`config.mk`:
```
export PLATFORM = sky130hd
export DESIGN_NAME = memory_embedded_arbiter
export DESIGN_NICKNAME = d
export VERILOG_FILES = /design/src/rtl/memory_embedded_arbiter_pkg.sv /design/src/rtl/memory_embedded_arbiter_rr.sv /design/src/rtl/memory_embedded_arbiter.sv
export SDC_FILE = /design/constraint.sdc
export NUM_CORES = 1
export LEC_CHECK = 0
export BUFFER_PORTS_ARGS = -buffer_cell sky130_fd_sc_hd__buf_2
export CAP_MARGIN = 20
export CORE_ASPECT_RATIO = 1.5
export CORE_MARGIN = 2
export CORE_UTILIZATION = 46
export DETAILED_ROUTE_END_ITERATION = 12
export PLACE_DENSITY = 0.8
export SYNTH_ARGS = -nofsm -noshare
export SYNTH_HDL_FRONTEND = slang
export SYNTH_SLANG_ARGS = --single-unit
```
`constraint.sdc`:
```
create_clock -name clock_i -period 2 [get_ports clock_i]
set_input_delay 0.4 -clock clock_i [delete_from_list [all_inputs] [get_ports clock_i]]
set_output_delay 0.4 -clock clock_i [all_outputs]
set_load 0.01 [all_outputs]
```
`src/rtl/memory_embedded_arbiter_pkg.sv`:
```
// Shared definitions for the two-port embedded BRAM arbiter: FSM encodings,
// port indices and a helper for slicing per-port packed buses.
package memory_arbiter_pkg;

    typedef enum logic [1:0] {
        ST_IDLE   = 2'd0,
        ST_ACCESS = 2'd1,
        ST_RESP   = 2'd2
    } state_t;

    localparam logic PORT_0 = 1'b0;
    localparam logic PORT_1 = 1'b1;

    // LSB position of a port's field inside a bus packed as {port1, port0}
    function automatic int unsigned slice_lsb(input logic port, input int unsigned width);
        return (port == PORT_1) ? width : 32'd0;
    endfunction

endpackage

```
`src/rtl/memory_embedded_arbiter_rr.sv`:
```
// Two-way round-robin grant: the port opposite the last grant wins a tie.
module rr_arbiter_2
    import memory_arbiter_pkg::*;
(
    input  logic [1:0] eligible,
    input  logic       last,
    output logic       grant,
    output logic       grant_valid
);

    // Pick the grant index from the eligible set and the last-grant pointer
    always_comb begin
        grant = PORT_0;
        case (eligible)
            2'b01:   grant = PORT_0;
            2'b10:   grant = PORT_1;
            2'b11:   grant = ~last;
            default: grant = PORT_0;
        endcase
    end

    assign grant_valid = |eligible;

endmodule

```
`src/rtl/memory_embedded_arbiter.sv`:
```
// Shares one single-port BRAM between two requesters with round-robin grant,
// range checking and a fixed IDLE -> ACCESS -> RESP access sequence.
module memory_embedded_arbiter
    import memory_arbiter_pkg::*;
#(
    parameter int N_ENTRIES = 16384,
    parameter int BW_DATA   = 32,
    parameter int BW_ADDR   = 16
) (
    input  logic                   clock_i,
    input  logic                   resetn_i,
    input  logic [1:0]             req_i,
    input  logic [1:0]             rw_i,
    input  logic [2*BW_ADDR-1:0]   addr_i,
    input  logic [2*BW_DATA-1:0]   data_i,
    output logic [2*BW_DATA-1:0]   data_o,
    output logic [1:0]             done_o,
    output logic [1:0]             err_o,
    output logic                   busy_o,
    output logic                   mem_wren_o,
    output logic [BW_ADDR-1:0]     mem_addr_o,
    output logic [BW_DATA-1:0]     mem_data_o,
    input  logic [BW_DATA-1:0]     mem_data_i
);

    // One extra bit so that N_ENTRIES = 2^BW_ADDR leaves every address in range
    localparam logic [BW_ADDR:0] N_LIMIT = (BW_ADDR+1)'(N_ENTRIES);

    state_t             state_r;
    logic               last_r;
    logic               gnt_r;
    logic               rw_r;
    logic               range_err_r;

    logic [1:0]         eligible_s;
    logic               gnt_idx_s;
    logic               gnt_valid_s;
    logic [BW_ADDR-1:0] addr_s;
    logic [BW_DATA-1:0] wdata_s;
    logic               range_err_s;

    // A port pulsing done is still dropping its request; keep it out of arbitration
    assign eligible_s = req_i & ~done_o;

    rr_arbiter_2 u_rr (
        .eligible    (eligible_s),
        .last        (last_r),
        .grant       (gnt_idx_s),
        .grant_valid (gnt_valid_s)
    );

    // Select the candidate port's address and write data, and range-check it
    always_comb begin
        addr_s      = addr_i[slice_lsb(gnt_idx_s, BW_ADDR) +: BW_ADDR];
        wdata_s     = data_i[slice_lsb(gnt_idx_s, BW_DATA) +: BW_DATA];
        range_err_s = ({1'b0, addr_s} >= N_LIMIT);
    end

    // Access sequencer with registered memory-side and requester-side outputs
    always_ff @(posedge clock_i or negedge resetn_i) begin
        if (!resetn_i) begin
            state_r     <= ST_IDLE;
            last_r      <= PORT_1;
            gnt_r       <= PORT_0;
            rw_r        <= 1'b0;
            range_err_r <= 1'b0;
            data_o      <= '0;
            done_o      <= 2'b00;
            err_o       <= 2'b00;
            busy_o      <= 1'b0;
            mem_wren_o  <= 1'b0;
            mem_addr_o  <= '0;
            mem_data_o  <= '0;
        end else begin
            done_o <= 2'b00;
            case (state_r)
                ST_IDLE: begin
                    if (gnt_valid_s) begin
                        state_r     <= ST_ACCESS;
                        gnt_r       <= gnt_idx_s;
                        last_r      <= gnt_idx_s;
                        rw_r        <= rw_i[gnt_idx_s];
                        range_err_r <= range_err_s;
                        mem_addr_o  <= addr_s;
                        mem_data_o  <= wdata_s;
                        mem_wren_o  <= rw_i[gnt_idx_s] & ~range_err_s;
                        busy_o      <= 1'b1;
                    end else begin
                        state_r     <= ST_IDLE;
                    end
                end
                ST_ACCESS: begin
                    mem_wren_o <= 1'b0;
                    state_r    <= ST_RESP;
                end
                ST_RESP: begin
                    if (!rw_r && !range_err_r) begin
                        data_o[slice_lsb(gnt_r, BW_DATA) +: BW_DATA] <= mem_data_i;
                    end
                    err_o[gnt_r]  <= range_err_r;
                    done_o[gnt_r] <= 1'b1;
                    busy_o        <= 1'b0;
                    state_r       <= ST_IDLE;
                end
                default: begin
                    state_r    <= ST_IDLE;
                    mem_wren_o <= 1'b0;
                    busy_o     <= 1'b0;
                end
            endcase
        end
    end

endmodule

```
==> summary by stage <==
Run status
The run finished with clean final reports.

Die
The effective utilization at floorplan is 0.4672. After floorplanning, the core was divided into 47 placement rows. The area of the core is 10880 µm².

The die covers 11920 µm². The number of top-level pins is 252. The die extent in x is 89.83 µm. The floorplan step set the die height to 132.7 µm.

Setup path
The critical path launch point is range_err_r$_DFFE_PN0P_. STA puts the critical path data required time at 2.27 ns. For flop-to-flop paths, the worst setup slack is 0.30 ns. The path type of the worst setup path is reg2reg. On the worst path, the slowest cell contributes a delay of 0.41 ns.

The source of the worst register-to-register timing path is range_err_r$_DFFE_PN0P_. The critical path goes through nor3b_2, nand3_2, buf_12, mux2_1. The slowest stage of the critical path is the sky130_fd_sc_hd__dfrtp_1 cell. The element type at the critical path end is a flop. The worst register-to-register path ends at data_o[44]$_DFFE_PN0P_. The critical path launch point type is a flop. The count of cells along the worst register-to-register path is 4. STA puts the critical path data arrival time at 1.97 ns.

The maximum fanout encountered on the critical timing path is 22. The critical path ends at data_o[44]$_DFFE_PN0P_.

STA
The number of setup violations in the final report is 0. The final max-slew violation count is 0. The minimum hold slack is 0.2289 ns. For the final database, setup skew stands at 0.007669 ns. Setup repair after global routing left no endpoint under its margin. The minimum clock period after layout is 1.702 ns. Dividing the final minimum period by the clock period gives 0.8508.

The relative slew slack is 0.6473. The final hold violation count is 0. The maximum clock rate is 587.7 MHz. The final worst-path setup slack is 0.2984 ns. The actual transition at the worst max-transition pin is 0.5290 ns. For the final routed database, the setup TNS stands at 0 ns.

Synth
When the netlist entered floorplanning its net count stood at 523. The total number of yosys warnings is 0. The synthesis-stage register bit count is 124.

After synthesis, the netlist uses 23 different library cells. In this run the cell area of the synthesized design comes to 5082 µm². For this run, the register share of the synthesized area comes to 0.6108. The number of standard cells after synthesis is 389. Averaged over all synthesized cells, the footprint is 13.07 µm².

Power
The highest ir drop seen on vdd is 0.7631 mV. The areal power density over the cells is 1645 nW/µm². The analysis attributes to cell leakage a power of 3.609 nW.

CTS
The number of buffers between clock root and the deepest sink is 2. Clock-pin slew was measured on the worst setup and hold paths at 0.06 ns. The root buffer cell is sky130_fd_sc_hd__clkbuf_16. Once the clock tree was built, the setup fixing pass inserted 0 buffers. The TritonCTS clock tree is built. Once the clock tree was built, the resizer swapped 0 gates to a different size. After clock tree synthesis, the flow added hold-fix buffers numbering 1.

The clock latency on the worst-skew pair is 0.40 ns. For this design, the sink count on the clock tree is 124. The number of H-tree branching levels is 4.

TritonCTS created 17 clock buffers.

Hold path
In this run the worst hold path is classified as in2reg.

GRT
The initial antenna violation count is 0. The global-route total usage across every layer is 0.2025. The number of global-route vias before repair is 4174. The total overflow reported by the global router is 0. The first global-routing pass estimated 19330 µm of wire. Entering global routing, the biggest net connects 59 pins.

Drt
Summed over all nets, wire length on met3 after detailed routing comes to 737 µm. The detailed router put a total of 4373 µm of wire on met1. The average detailed-routed wire length per instance is 14.69 µm. After detailed routing, no signal wire sits above met4. The post-detailed-route via-to-cell ratio is 4.908. The number of detailed-routing iterations run before antenna repair is 4.

The count of antenna-violating nets left after detailed routing is 0. The total length of routed wires is 11850 µm. The number of DRC markers in iteration 0 is 65. The routed design uses 6427 µm of met2 wire. For this run, design rule violations remaining after detail routing come to 0.

The routed layout has 3961 vias.

Placement
The placer congestion estimate is 0.7370. At the placement stage, the worst setup path has a slack of 0.2982 ns. The count of buffers inserted at the top-level ports is 251. The estimated wirelength of the detail-placed design is 9067 µm.

Finish
Of the cells placed in the final design, the portion with a size suffix greater than 1 is 0.5091. The most common library cell in the layout ignoring fill and taps is sky130_fd_sc_hd__buf_2. The number of antenna diodes in the final layout is 0.

After filler insertion, the fill cell instance count of the layout stands at 868. The utilization after layout is 0.6597. The library cells used most frequently in the layout, excluding fill and tap cells, are sky130_fd_sc_hd__buf_2, sky130_fd_sc_hd__dfrtp_1, sky130_fd_sc_hd__nor2_1, sky130_fd_sc_hd__mux2i_1, sky130_fd_sc_hd__a21oi_1. The sequential cells in the finished layout cover a total of 3104 µm². The count of nets after finishing is 781.

Compared with the post-synthesis result, the final layout area differs by 41.21%. The area occupied by multi-input gates is 1831 µm².

Run
Across the run, the number of max-cap violations was 0.
==> worst min-delay path by stage <==
stage	endpoint	slack [ns]	from	cells after the start
6_report	data_o[56]$_DFFE_PN0P_	0.23	mem_data_i[24]	2
5_1_grt	data_o[54]$_DFFE_PN0P_	0.22	mem_data_i[22]	2
4_1_cts	data_o[56]$_DFFE_PN0P_	0.21	mem_data_i[24]	2
3_5_place_dp	data_o[5]$_DFFE_PN0P_	0.42	resetn_i	1
3_3_place_gp	data_o[5]$_DFFE_PN0P_	0.41	resetn_i	1
2_1_floorplan	busy_o$_DFFE_PN0P_	0.10	resetn_i	0
==> report_power, final <==
part	internal [mW]	switching (mW)
clock	1.90	1.14
combinational	2.03	2.35
sequential	3.78	0.607
==> routing by layer <==
layer  global-route usage  up-vias
met5                    0        -
met4              0.09231        0
met3              0.06093       28
met2               0.3607      163
met1               0.2215     1894
li1                     -     1876
==> sequential cells by signal, summed over array words and instances, names as in the netlist <==
name and cells:
err_o 2, mem_wren_o 1, busy_o 1, gnt_r 1
mem_data_o 32, state_r 2, done_o 2, range_err_r 1
last_r 1, rw_r 1, data_o 64, mem_addr_o 16
==> per-stage QoR <==
step | area [µm²] | instances | power, mW
2_1_floorplan | 5082 | 389 | 6.927
3_3_place_gp | 6568 | 774 | 8.630
3_5_place_dp | 6568 | 774 | 8.875
4_1_cts | 7177 | 807 | 11.99
5_1_grt | 7177 | 807 | 12.58
6_report | 7177 | 807 | 11.80
==> synthesized netlist by cell type <==
cell	number	area, µm²
sky130_fd_sc_hd__or2_2	1	6.260
sky130_fd_sc_hd__mux2i_1	51	510.5
sky130_fd_sc_hd__nor3b_2	1	12.51
sky130_fd_sc_hd__o21bai_1	1	7.510
sky130_fd_sc_hd__nor2_1	53	198.9
sky130_fd_sc_hd__a31oi_1	1	6.260
sky130_fd_sc_hd__buf_2	10	50.05
sky130_fd_sc_hd__a21oi_1	50	250.2
sky130_fd_sc_hd__and2_1	1	6.260
sky130_fd_sc_hd__inv_1	3	11.26
sky130_fd_sc_hd__nand3_2	1	10.01
sky130_fd_sc_hd__mux2_2	37	416.7
sky130_fd_sc_hd__o21ai_0	3	15.01
sky130_fd_sc_hd__nand3_1	1	5.000
sky130_fd_sc_hd__mux2_1	30	337.8
sky130_fd_sc_hd__nand2_1	3	11.26
sky130_fd_sc_hd__dfstp_2	1	26.28
sky130_fd_sc_hd__inv_2	1	3.750
sky130_fd_sc_hd__clkbuf_1	1	3.750
sky130_fd_sc_hd__and3_1	1	6.260
sky130_fd_sc_hd__nand2b_1	3	18.77
sky130_fd_sc_hd__buf_4	12	90.09
sky130_fd_sc_hd__dfrtp_1	123	3078
==> critical path: cells and delay by family, from the launching register on <==
family | cells | cell delay (ns)
muxes | 1 | 0.33
buffers and inverters | 1 | 0.28
and+or+nand+nor | 2 | 0.55
DFF | 1 | 0.41
==> layout make-up <==
| cell class | instances | area share |
|---|---|---|
| clock buffer | 18 | 0.06119 |
| clock inverter | 14 | 0.02232 |
| inverter | 4 | 0.002092 |
| multi-input combinational | 238 | 0.2551 |
| sequential | 124 | 0.4325 |
| tap | 147 | 0.02563 |
| timing repair buffer | 262 | 0.2012 |
==> logic make-up after synthesis <==
| kind of cell | Yosys count | synth area share |
|---|---|---|
| DFF | 124 | 0.6108 |
| muxes | 118 | 0.2489 |
| and+or+nand+nor | 65 | 0.05416 |
| AOI/OAI and AO/OA | 55 | 0.05490 |
| buffers and inverters | 27 | 0.03126 |
Note: power is estimated with default switching activity, not from simulation.
